`src/rtl/uart_rx_byte_buffer.sv`:
```
// Byte FIFO fed by a UART receiver, with the head byte shown on the LEDs,
// a debounced pop button, and sticky overflow/BREAK flags.
module uart_rx_byte_buffer #(
    parameter int unsigned DATA_W          = 8,
    parameter int unsigned DEPTH           = 8,
    parameter int unsigned DEBOUNCE_CYCLES = 50000
) (
    input  logic                         clk,
    input  logic                         rst_n,
    input  logic [DATA_W-1:0]            rx_data,
    input  logic                         rx_valid,
    input  logic                         rx_break,
    input  logic                         pop_btn,
    input  logic                         clr,
    output logic [DATA_W-1:0]            led_data,
    output logic [$clog2(DEPTH+1)-1:0]   count,
    output logic                         empty,
    output logic                         full,
    output logic                         overflow,
    output logic                         break_seen
);

    localparam int unsigned PTR_W = $clog2(DEPTH);
    localparam int unsigned CNT_W = $clog2(DEPTH+1);
    localparam int unsigned DB_W  = $clog2(DEBOUNCE_CYCLES);
    localparam logic [DB_W-1:0]  DB_MAX   = DB_W'(DEBOUNCE_CYCLES - 1);
    localparam logic [CNT_W-1:0] CNT_FULL = CNT_W'(DEPTH);

    typedef enum logic [1:0] {
        ST_RELEASED,
        ST_PRESS_WAIT,
        ST_PRESSED,
        ST_RELEASE_WAIT
    } btn_state_t;

    logic              r_btn_meta;
    logic              r_btn_s;
    btn_state_t        r_state;
    logic [DB_W-1:0]   r_db_cnt;
    logic              r_pop;

    logic [DATA_W-1:0] r_mem [DEPTH];
    logic [PTR_W-1:0]  r_wr_ptr;
    logic [PTR_W-1:0]  r_rd_ptr;
    logic [CNT_W-1:0]  r_count;
    logic              r_empty;
    logic              r_full;
    logic              r_overflow;
    logic              r_break_seen;
    logic [DATA_W-1:0] r_led;

    logic              w_wr_req;
    logic              w_brk;
    logic              w_pop_ok;
    logic              w_do_wr;
    logic              w_drop;
    logic [PTR_W-1:0]  w_wr_nxt;
    logic [PTR_W-1:0]  w_rd_nxt;
    logic [CNT_W-1:0]  w_count_nxt;
    logic [DATA_W-1:0] w_led_nxt;

    // Two-flop synchroniser for the asynchronous button
    always_ff @(posedge clk or negedge rst_n) begin
        if (!rst_n) begin
            r_btn_meta <= 1'b0;
            r_btn_s    <= 1'b0;
        end else begin
            r_btn_meta <= pop_btn;
            r_btn_s    <= r_btn_meta;
        end
    end

    // Debounce FSM; one pop pulse per accepted press
    always_ff @(posedge clk or negedge rst_n) begin
        if (!rst_n) begin
            r_state  <= ST_RELEASED;
            r_db_cnt <= '0;
            r_pop    <= 1'b0;
        end else begin
            r_pop <= 1'b0;
            case (r_state)
                ST_RELEASED: begin
                    r_db_cnt <= '0;
                    if (r_btn_s) r_state <= ST_PRESS_WAIT;
                end
                ST_PRESS_WAIT: begin
                    if (!r_btn_s) begin
                        r_state  <= ST_RELEASED;
                        r_db_cnt <= '0;
                    end else if (r_db_cnt == DB_MAX) begin
                        r_state  <= ST_PRESSED;
                        r_db_cnt <= '0;
                        r_pop    <= 1'b1;
                    end else begin
                        r_db_cnt <= r_db_cnt + DB_W'(1);
                    end
                end
                ST_PRESSED: begin
                    r_db_cnt <= '0;
                    if (!r_btn_s) r_state <= ST_RELEASE_WAIT;
                end
                ST_RELEASE_WAIT: begin
                    if (r_btn_s) begin
                        r_state  <= ST_PRESSED;
                        r_db_cnt <= '0;
                    end else if (r_db_cnt == DB_MAX) begin
                        r_state  <= ST_RELEASED;
                        r_db_cnt <= '0;
                    end else begin
                        r_db_cnt <= r_db_cnt + DB_W'(1);
                    end
                end
                default: begin
                    r_state  <= ST_RELEASED;
                    r_db_cnt <= '0;
                end
            endcase
        end
    end

    // FIFO next-state decode; a pop on a full FIFO frees the slot for a same-cycle write
    always_comb begin
        w_wr_req    = rx_valid & ~rx_break;
        w_brk       = rx_valid & rx_break;
        w_pop_ok    = r_pop & ~r_empty;
        w_do_wr     = w_wr_req & (~r_full | w_pop_ok);
        w_drop      = w_wr_req & r_full & ~w_pop_ok;
        w_wr_nxt    = w_do_wr  ? r_wr_ptr + PTR_W'(1) : r_wr_ptr;
        w_rd_nxt    = w_pop_ok ? r_rd_ptr + PTR_W'(1) : r_rd_ptr;
        w_count_nxt = r_count + CNT_W'(w_do_wr) - CNT_W'(w_pop_ok);
        w_led_nxt   = '0;
        if (w_count_nxt != '0) begin
            if (w_do_wr && (w_rd_nxt == r_wr_ptr)) w_led_nxt = rx_data;
            else                                   w_led_nxt = r_mem[w_rd_nxt];
        end
    end

    // Storage array; contents need no reset
    always_ff @(posedge clk) begin
        if (w_do_wr && !clr) r_mem[r_wr_ptr] <= rx_data;
    end

    // Pointers, count, status and head byte; clr wins over everything else
    always_ff @(posedge clk or negedge rst_n) begin
        if (!rst_n) begin
            r_wr_ptr     <= '0;
            r_rd_ptr     <= '0;
            r_count      <= '0;
            r_empty      <= 1'b1;
            r_full       <= 1'b0;
            r_overflow   <= 1'b0;
            r_break_seen <= 1'b0;
            r_led        <= '0;
        end else if (clr) begin
            r_wr_ptr     <= '0;
            r_rd_ptr     <= '0;
            r_count      <= '0;
            r_empty      <= 1'b1;
            r_full       <= 1'b0;
            r_overflow   <= 1'b0;
            r_break_seen <= 1'b0;
            r_led        <= '0;
        end else begin
            r_wr_ptr <= w_wr_nxt;
            r_rd_ptr <= w_rd_nxt;
            r_count  <= w_count_nxt;
            r_empty  <= (w_count_nxt == '0);
            r_full   <= (w_count_nxt == CNT_FULL);
            r_led    <= w_led_nxt;
            if (w_drop) r_overflow   <= 1'b1;
            if (w_brk)  r_break_seen <= 1'b1;
        end
    end

    assign led_data   = r_led;
    assign count      = r_count;
    assign empty      = r_empty;
    assign full       = r_full;
    assign overflow   = r_overflow;
    assign break_seen = r_break_seen;

endmodule

```
`config.mk`:
```
export PLATFORM = sky130hd
export DESIGN_NAME = uart_rx_byte_buffer
export DESIGN_NICKNAME = d
export VERILOG_FILES = /design/src/rtl/uart_rx_byte_buffer.sv
export SDC_FILE = /design/constraint.sdc
export NUM_CORES = 1
export LEC_CHECK = 0
export BUFFER_PORTS_ARGS = -buffer_cell sky130_fd_sc_hd__buf_2
export CAP_MARGIN = 25
export CORE_ASPECT_RATIO = 1.75
export CORE_MARGIN = 1
export CORE_UTILIZATION = 60
export CTS_BUF_LIST = sky130_fd_sc_hd__clkbuf_8 sky130_fd_sc_hd__clkbuf_16
export DETAILED_ROUTE_END_ITERATION = 6
export GPL_TIMING_DRIVEN = 0
export PLACE_DENSITY = 0.8
export SLEW_MARGIN = 10
export SYNTH_ARGS = -nofsm -noshare
export SYNTH_HDL_FRONTEND = slang
export SYNTH_SLANG_ARGS = --single-unit
export TNS_END_PERCENT = 50
```
`constraint.sdc`:
```
create_clock -name clk -period 5.4 [get_ports clk]
set_input_delay 0.27 -clock clk [delete_from_list [all_inputs] [get_ports clk]]
set_output_delay 0.27 -clock clk [all_outputs]
set_load 0.05 [all_outputs]
```
Word level (Yosys, flattened, before mapping)
Memories as Yosys holds them, arrays and structs flattened.
Cells that the tools add are included.
{"block": "totals", "mem_bits_rw": 64, "n_memories": 1, "wordCells": 81, "regBits": 43}
{"block": "op_classes", "mux": 30, "eq_ne": 10, "n_addsub": 5, "bitwise": 11, "n_reduce_logical": 11}
{"memory": "r_mem", "words": 8, "word_bits": 8, "rd": 1, "rd_ports_with_merged_regs": 0, "wr": 1, "line": "42", "source": "logic [DATA_W-1:0] r_mem [DEPTH];"}
{"cell": "16-bit 2-to-1 mux", "n": 3}
{"cell": "16-bit one-hot mux with 3 select lines", "n": 1}
{"cell": "8-bit 2-to-1 mux", "n": 3}
{"cell": "16-bit by 1-bit adder with 16-bit output, second input constant", "n": 1}
{"cell": "16-bit == test, second input constant", "n": 1}
{"cell": "2-bit 2-to-1 mux", "n": 6}
{"cell": "3-bit 2-to-1 mux", "n": 4}
{"cell": "1-bit 2-to-1 mux", "n": 11}
{"cell": "2-bit one-hot mux with 4 select lines", "n": 1}
{"cell": "3-bit by 1-bit adder with 3-bit output, second input constant", "n": 2}
{"cell": "1-bit AND", "n": 6}
{"cell": "3-bit != test, second input constant", "n": 2}
{"cell": "2-bit nonzero test", "n": 3}
{"cell": "4-bit by 1-bit adder with 4-bit output", "n": 1}
{"cell": "2-bit == test, second input constant", "n": 2}
{"cell": "4-bit == test, second input constant", "n": 1}
{"cell": "4-bit zero test", "n": 1}
{"cell": "4-bit 2-to-1 mux", "n": 1}
{"cell": "2-bit != test, second input constant", "n": 2}
{"cell": "1-bit inverter", "n": 4}
{"cell": "4-bit AND reduction", "n": 1}
{"cell": "4-bit nonzero test", "n": 1}
{"cell": "4-bit by 1-bit subtractor with 4-bit output", "n": 1}
{"cell": "3-bit == test", "n": 1}
{"cell": "other kinds (6)", "n": 7}

Logic depth before layout (Yosys ltp)
{"block": "logic_depth", "depth_word": 9, "depth_mapped": 15, "mapped_depth_nobuf": 13}

Worst setup path before layout
No wires, ideal clock.
{"block": "synth_path", "kind": "reg2reg", "from": "reg r_empty (netlist: empty)", "to": "reg r_led[0] (netlist: led_data[0])", "path_stages_with_launch": 15, "setup_slack_ns": 1.704, "required_time_ns": 5.278, "setup_ns": 0.122, "n_path_buf": 3, "arrival_ns": 3.574, "cell_sequence": "dfstp_2 nand2b_4 buf_6 clkbuf_1 nand2_1 nand2_1 ha_1 inv_1 ha_1 fa_1 or3_1 o31ai_2 or2_1 buf_6 o31ai_2"}
{"block": "synth_between", "elab_chain_len": 9, "elab_cells_between_ends": 14, "cone_classes": "add/sub: 2; eq/ne: 1; mux: 4; bitwise: 4; reduce/logical: 2; memory: 1"}
{"item": "start, declared", "line": "46", "source": "logic r_empty;"}
{"item": "start signal, assigned", "line": "167", "source": "r_empty <= (w_count_nxt == '0);"}
{"item": "1-bit inverter (*)", "line": "125", "source": "w_pop_ok = r_pop & ~r_empty;"}
{"item": "1-bit AND (*)", "line": "125"}
{"item": "1-bit OR", "line": "126", "source": "w_do_wr = w_wr_req & (~r_full | w_pop_ok);"}
{"item": "1-bit AND", "line": "126"}
{"item": "4-bit by 1-bit adder with 4-bit output", "line": "130", "source": "w_count_nxt = r_count + CNT_W'(w_do_wr) - CNT_W'(w_pop_ok);"}
{"item": "4-bit by 1-bit subtractor with 4-bit output", "line": "130"}
{"item": "4-bit nonzero test", "line": "132", "source": "if (w_count_nxt != '0) begin"}
{"item": "8-bit 2-to-1 mux (*)", "line": "132"}
{"item": "8-bit 2-to-1 mux (*)", "line": "154", "source": "end else if (clr) begin"}
{"item": "end signal, assigned", "line": "169", "source": "r_led <= w_led_nxt;"}
{"item": "end, declared", "line": "50", "source": "logic [DATA_W-1:0] r_led;"}
Every way passes the cells marked *; elsewhere a longest branch is shown, timed or not.
A chain may end at the register's enable or synchronous reset.

Worst setup path after layout
{"block": "layout_path", "from": "reg r_empty (netlist: empty)", "to": "reg r_led[1] (netlist: led_data[1])"}
The elaborated chain is that of the path after synthesis.

==> impl_metrics.ini <==
[status]
status = finished clean

[power]
power.density_cell_area_nw_per_um2 = 316
cellLeakagePower_uw = 0.00224
vdd_ir_drop_max_mv = 0.346
power_total_uw = 1830

[floorplan]
fp.coreArea_um2 = 8260
die_x_um = 71.7
initial_core_util_pct = 61.8
design.portCount = 30
die_height_um = 124
die-area_um2 = 8900
std_cell_rows = 44

[yosys]
synthesis.instances = 454
syn_area_um2 = 5110
register_area_share_after_synthesis_pct = 58.7
synth_seq_cells = 107
ys.warnings.count = 0
number_of_distinct_library_cells_after_synthesis = 52
syn_avg_cell_area_um2 = 11.2
edff_count_synth = 64
synth-async-reset-ratio_pct = 40.2
synth_fp_nets = 476
ys_dominant_reg_cell = sky130_fd_sc_hd__edfxtp_1

[detailed_routing]
wl_um = 13000
wl_per_cell_um = 21.7
detailedRoute.firstPassIterationCount = 6
top_layer_used = met4
route.antenna.remaining_nets = 0
wl_met2_um = 6820
routedLengthMet1_um = 4390
drc_errors = 0
via_per_inst = 6.69
drt_first_iter_violations = 528
wl_met3_um = 966
detailroute.via_count = 4001

[clock_tree]
cts_inserted_buffers = 9
clock_tree.buffer_depth = 2
cts-htree-levels = 3
clock_tree_from_tritoncts = done
cts_setup_buffers = 0
cts-root-buf = sky130_fd_sc_hd__clkbuf_16
clock-sinks = 107
worst_setup_hold_path_clk_slew_ns = 0.07
worst_skew_pair.late_latency_ns = 0.35

[worst_setup_path]
worst-setup-path-type = reg2reg
critPathRequiredTime_ns = 5.64
critPathLaunchType = flip-flop
highest_fanout_seen_on_the_critical_path = 10
cp_data_arrival_time_ns = 4.42
end_kind = flip-flop

[placed_design]
place.port_buffers = 29
postPlaceCellArea_um2 = 5390
place_hpwl_um = 8660
pre_cts_ws_ns = 1.30
place.gp.congestion = 0.931
placed_cells_incl_taps = 577

[timing]
period_minus_slack_ns = 4.18
timing_max_transition_violations_final = 0
setup_violations = 0
maxClockFrequency_ghz = 0.239
max_slew_headroom_pct = 36.1
worst_slack_ns = 1.22
fin_setup_tns_ns = 0
timing.final.hold_violations = 0
tightest_slew_ns = 0.955
final_worst_clock_skew_ns = 0.00791
layout_worst_path_cycle_share_pct = 77.5
grt_setup_unrepaired = no

[finish]
final_area_um2 = 5780
drive_gt1_share_pct = 15.2
final_net_count = 523
antenna-diode-count = 0
syn_to_final_growth_pct = 13.2
fin_cells = 598

[grt]
grt_pass1_vias = 4034
global_route_wire_length_before_repair_um = 20000
global_route_total_overflow = 0
largest_net_degree_at_the_start_of_global_routing = 44
overall_fraction_of_global_route_tracks_in_use_pct = 31.2
antenna_found_initial = 0

[run]
max-cap-violations = 0

[hold_path]
worst_hold_path_type = in2reg
==> synth_stat cells, drive strengths merged (9+ instances only) <==
cell type | count | area, µm²
a21oi | 16 | 80.1
nand4 | 9 | 56.3
o211ai | 9 | 67.6
xor2 | 12 | 113
xnor2 | 13 | 140
clkbuf | 23 | 86.3
a211oi | 23 | 173
o21ai | 25 | 125
edfxtp | 64 | 1920
nor2 | 45 | 169
dfrtp | 42 | 1050
nand2 | 48 | 180
nand3 | 24 | 120
inv | 18 | 70.1
==> path summary, 6_finish.rpt <==
kind / end / from / slack, ns / cells after the start
worst max-delay path: led_data[1] / empty / 1.22 / 14
worst max register to register: led_data[1] / empty / 1.22 / 14
min in group asynchronous: led_data[5] / rst_n / 0.33 / 2
worst min register to register: r_btn_s / r_btn_meta / 0.35 / 0
max in group asynchronous: empty / rst_n / 4.54 / 3
worst min-delay path: r_btn_meta / pop_btn / 0.02 / 1
==> timing repair <==
action                                  4_1_cts  5_1_grt
resized for setup                             0        0
hold endpoints to repair                      0        9
hold buffers                                  0        1
endpoints found under the setup margin        0        0
==> worst max-delay path, cell delays in order, from the launching register on <==
cell and delay [ns]:
sky130_fd_sc_hd__dfstp_2 0.54, sky130_fd_sc_hd__nand2b_4 0.14, sky130_fd_sc_hd__buf_6 0.14, sky130_fd_sc_hd__clkbuf_1 0.50
sky130_fd_sc_hd__nand2_1 0.21, sky130_fd_sc_hd__nand2_1 0.19, sky130_fd_sc_hd__ha_1 0.26, sky130_fd_sc_hd__inv_1 0.06
sky130_fd_sc_hd__ha_1 0.18, sky130_fd_sc_hd__fa_1 0.45, sky130_fd_sc_hd__or3_1 0.43, sky130_fd_sc_hd__o31ai_2 0.50
sky130_fd_sc_hd__or2_1 0.19, sky130_fd_sc_hd__buf_6 0.16, sky130_fd_sc_hd__o31ai_2 0.10
==> cell families (layout without fill, tap and decap cells) <==
group,after synthesis,in the layout,synth area share [%]
compound gates,108,108,15.2
flops,107,107,58.7
xor+xnor,25,25,4.95
mux,4,4,0.808
buf+inv,46,98,3.80
fa+ha+maj,8,8,2.11
simple gates,156,156,14.4
==> final cells by class <==
cell class              instances  area [µm²]
multi-input cells             301        1920
inverters                      18        70.1
fillers                       567        2480
flip-flops and latches        107        3000
well taps                      92         115
clock inverters                 4        52.6
clock buffers                  12         278
repair buffers                 36         216
plain buffers                  28         124
==> power breakdown <==
part           internal, µW  switching, µW
registers               897           15.0
logic                  61.9            149
clock network           415            292
==> layout by cell type (no fill, tap or decap), drive strengths merged, types with 12 or more instances in the layout <==
cell	netlist	layout
edfxtp	64	64
nand2	48	48
nor2	45	45
dfrtp	42	42
buf	5	40
clkbuf	23	35
o21ai	25	25
nand3	24	24
a211oi	23	23
inv	18	19
a21oi	16	16
xnor2	13	13
xor2	12	12
==> flip-flops by register name, summed over array words and instances (netlist names), named ones only <==
signal and count:
r_mem 64, r_db_cnt 16, led_data 8, count 4, r_rd_ptr 3, r_wr_ptr 3
break_seen 1, empty 1, full 1, overflow 1, r_btn_meta 1, r_btn_s 1
r_pop 1, r_state 1
==> through the flow <==
step	hold WS, ns	utilization, %
final	0.0213	70.0
after global routing	0.0105	70.0
after CTS	0.0179	69.3
after detailed placement	0.336	65.3
after global placement	0.335	65.0
after floorplan	-0.0256	-
==> routing by layer <==
layer / track usage (%) / vias up
met4: 23.8 / 0
li1: - / 1756
met1: 33.3 / 1908
met2: 53.3 / 273
met5: 0 / -
met3: 6.80 / 64
Note: power is estimated with default switching activity, not from simulation.
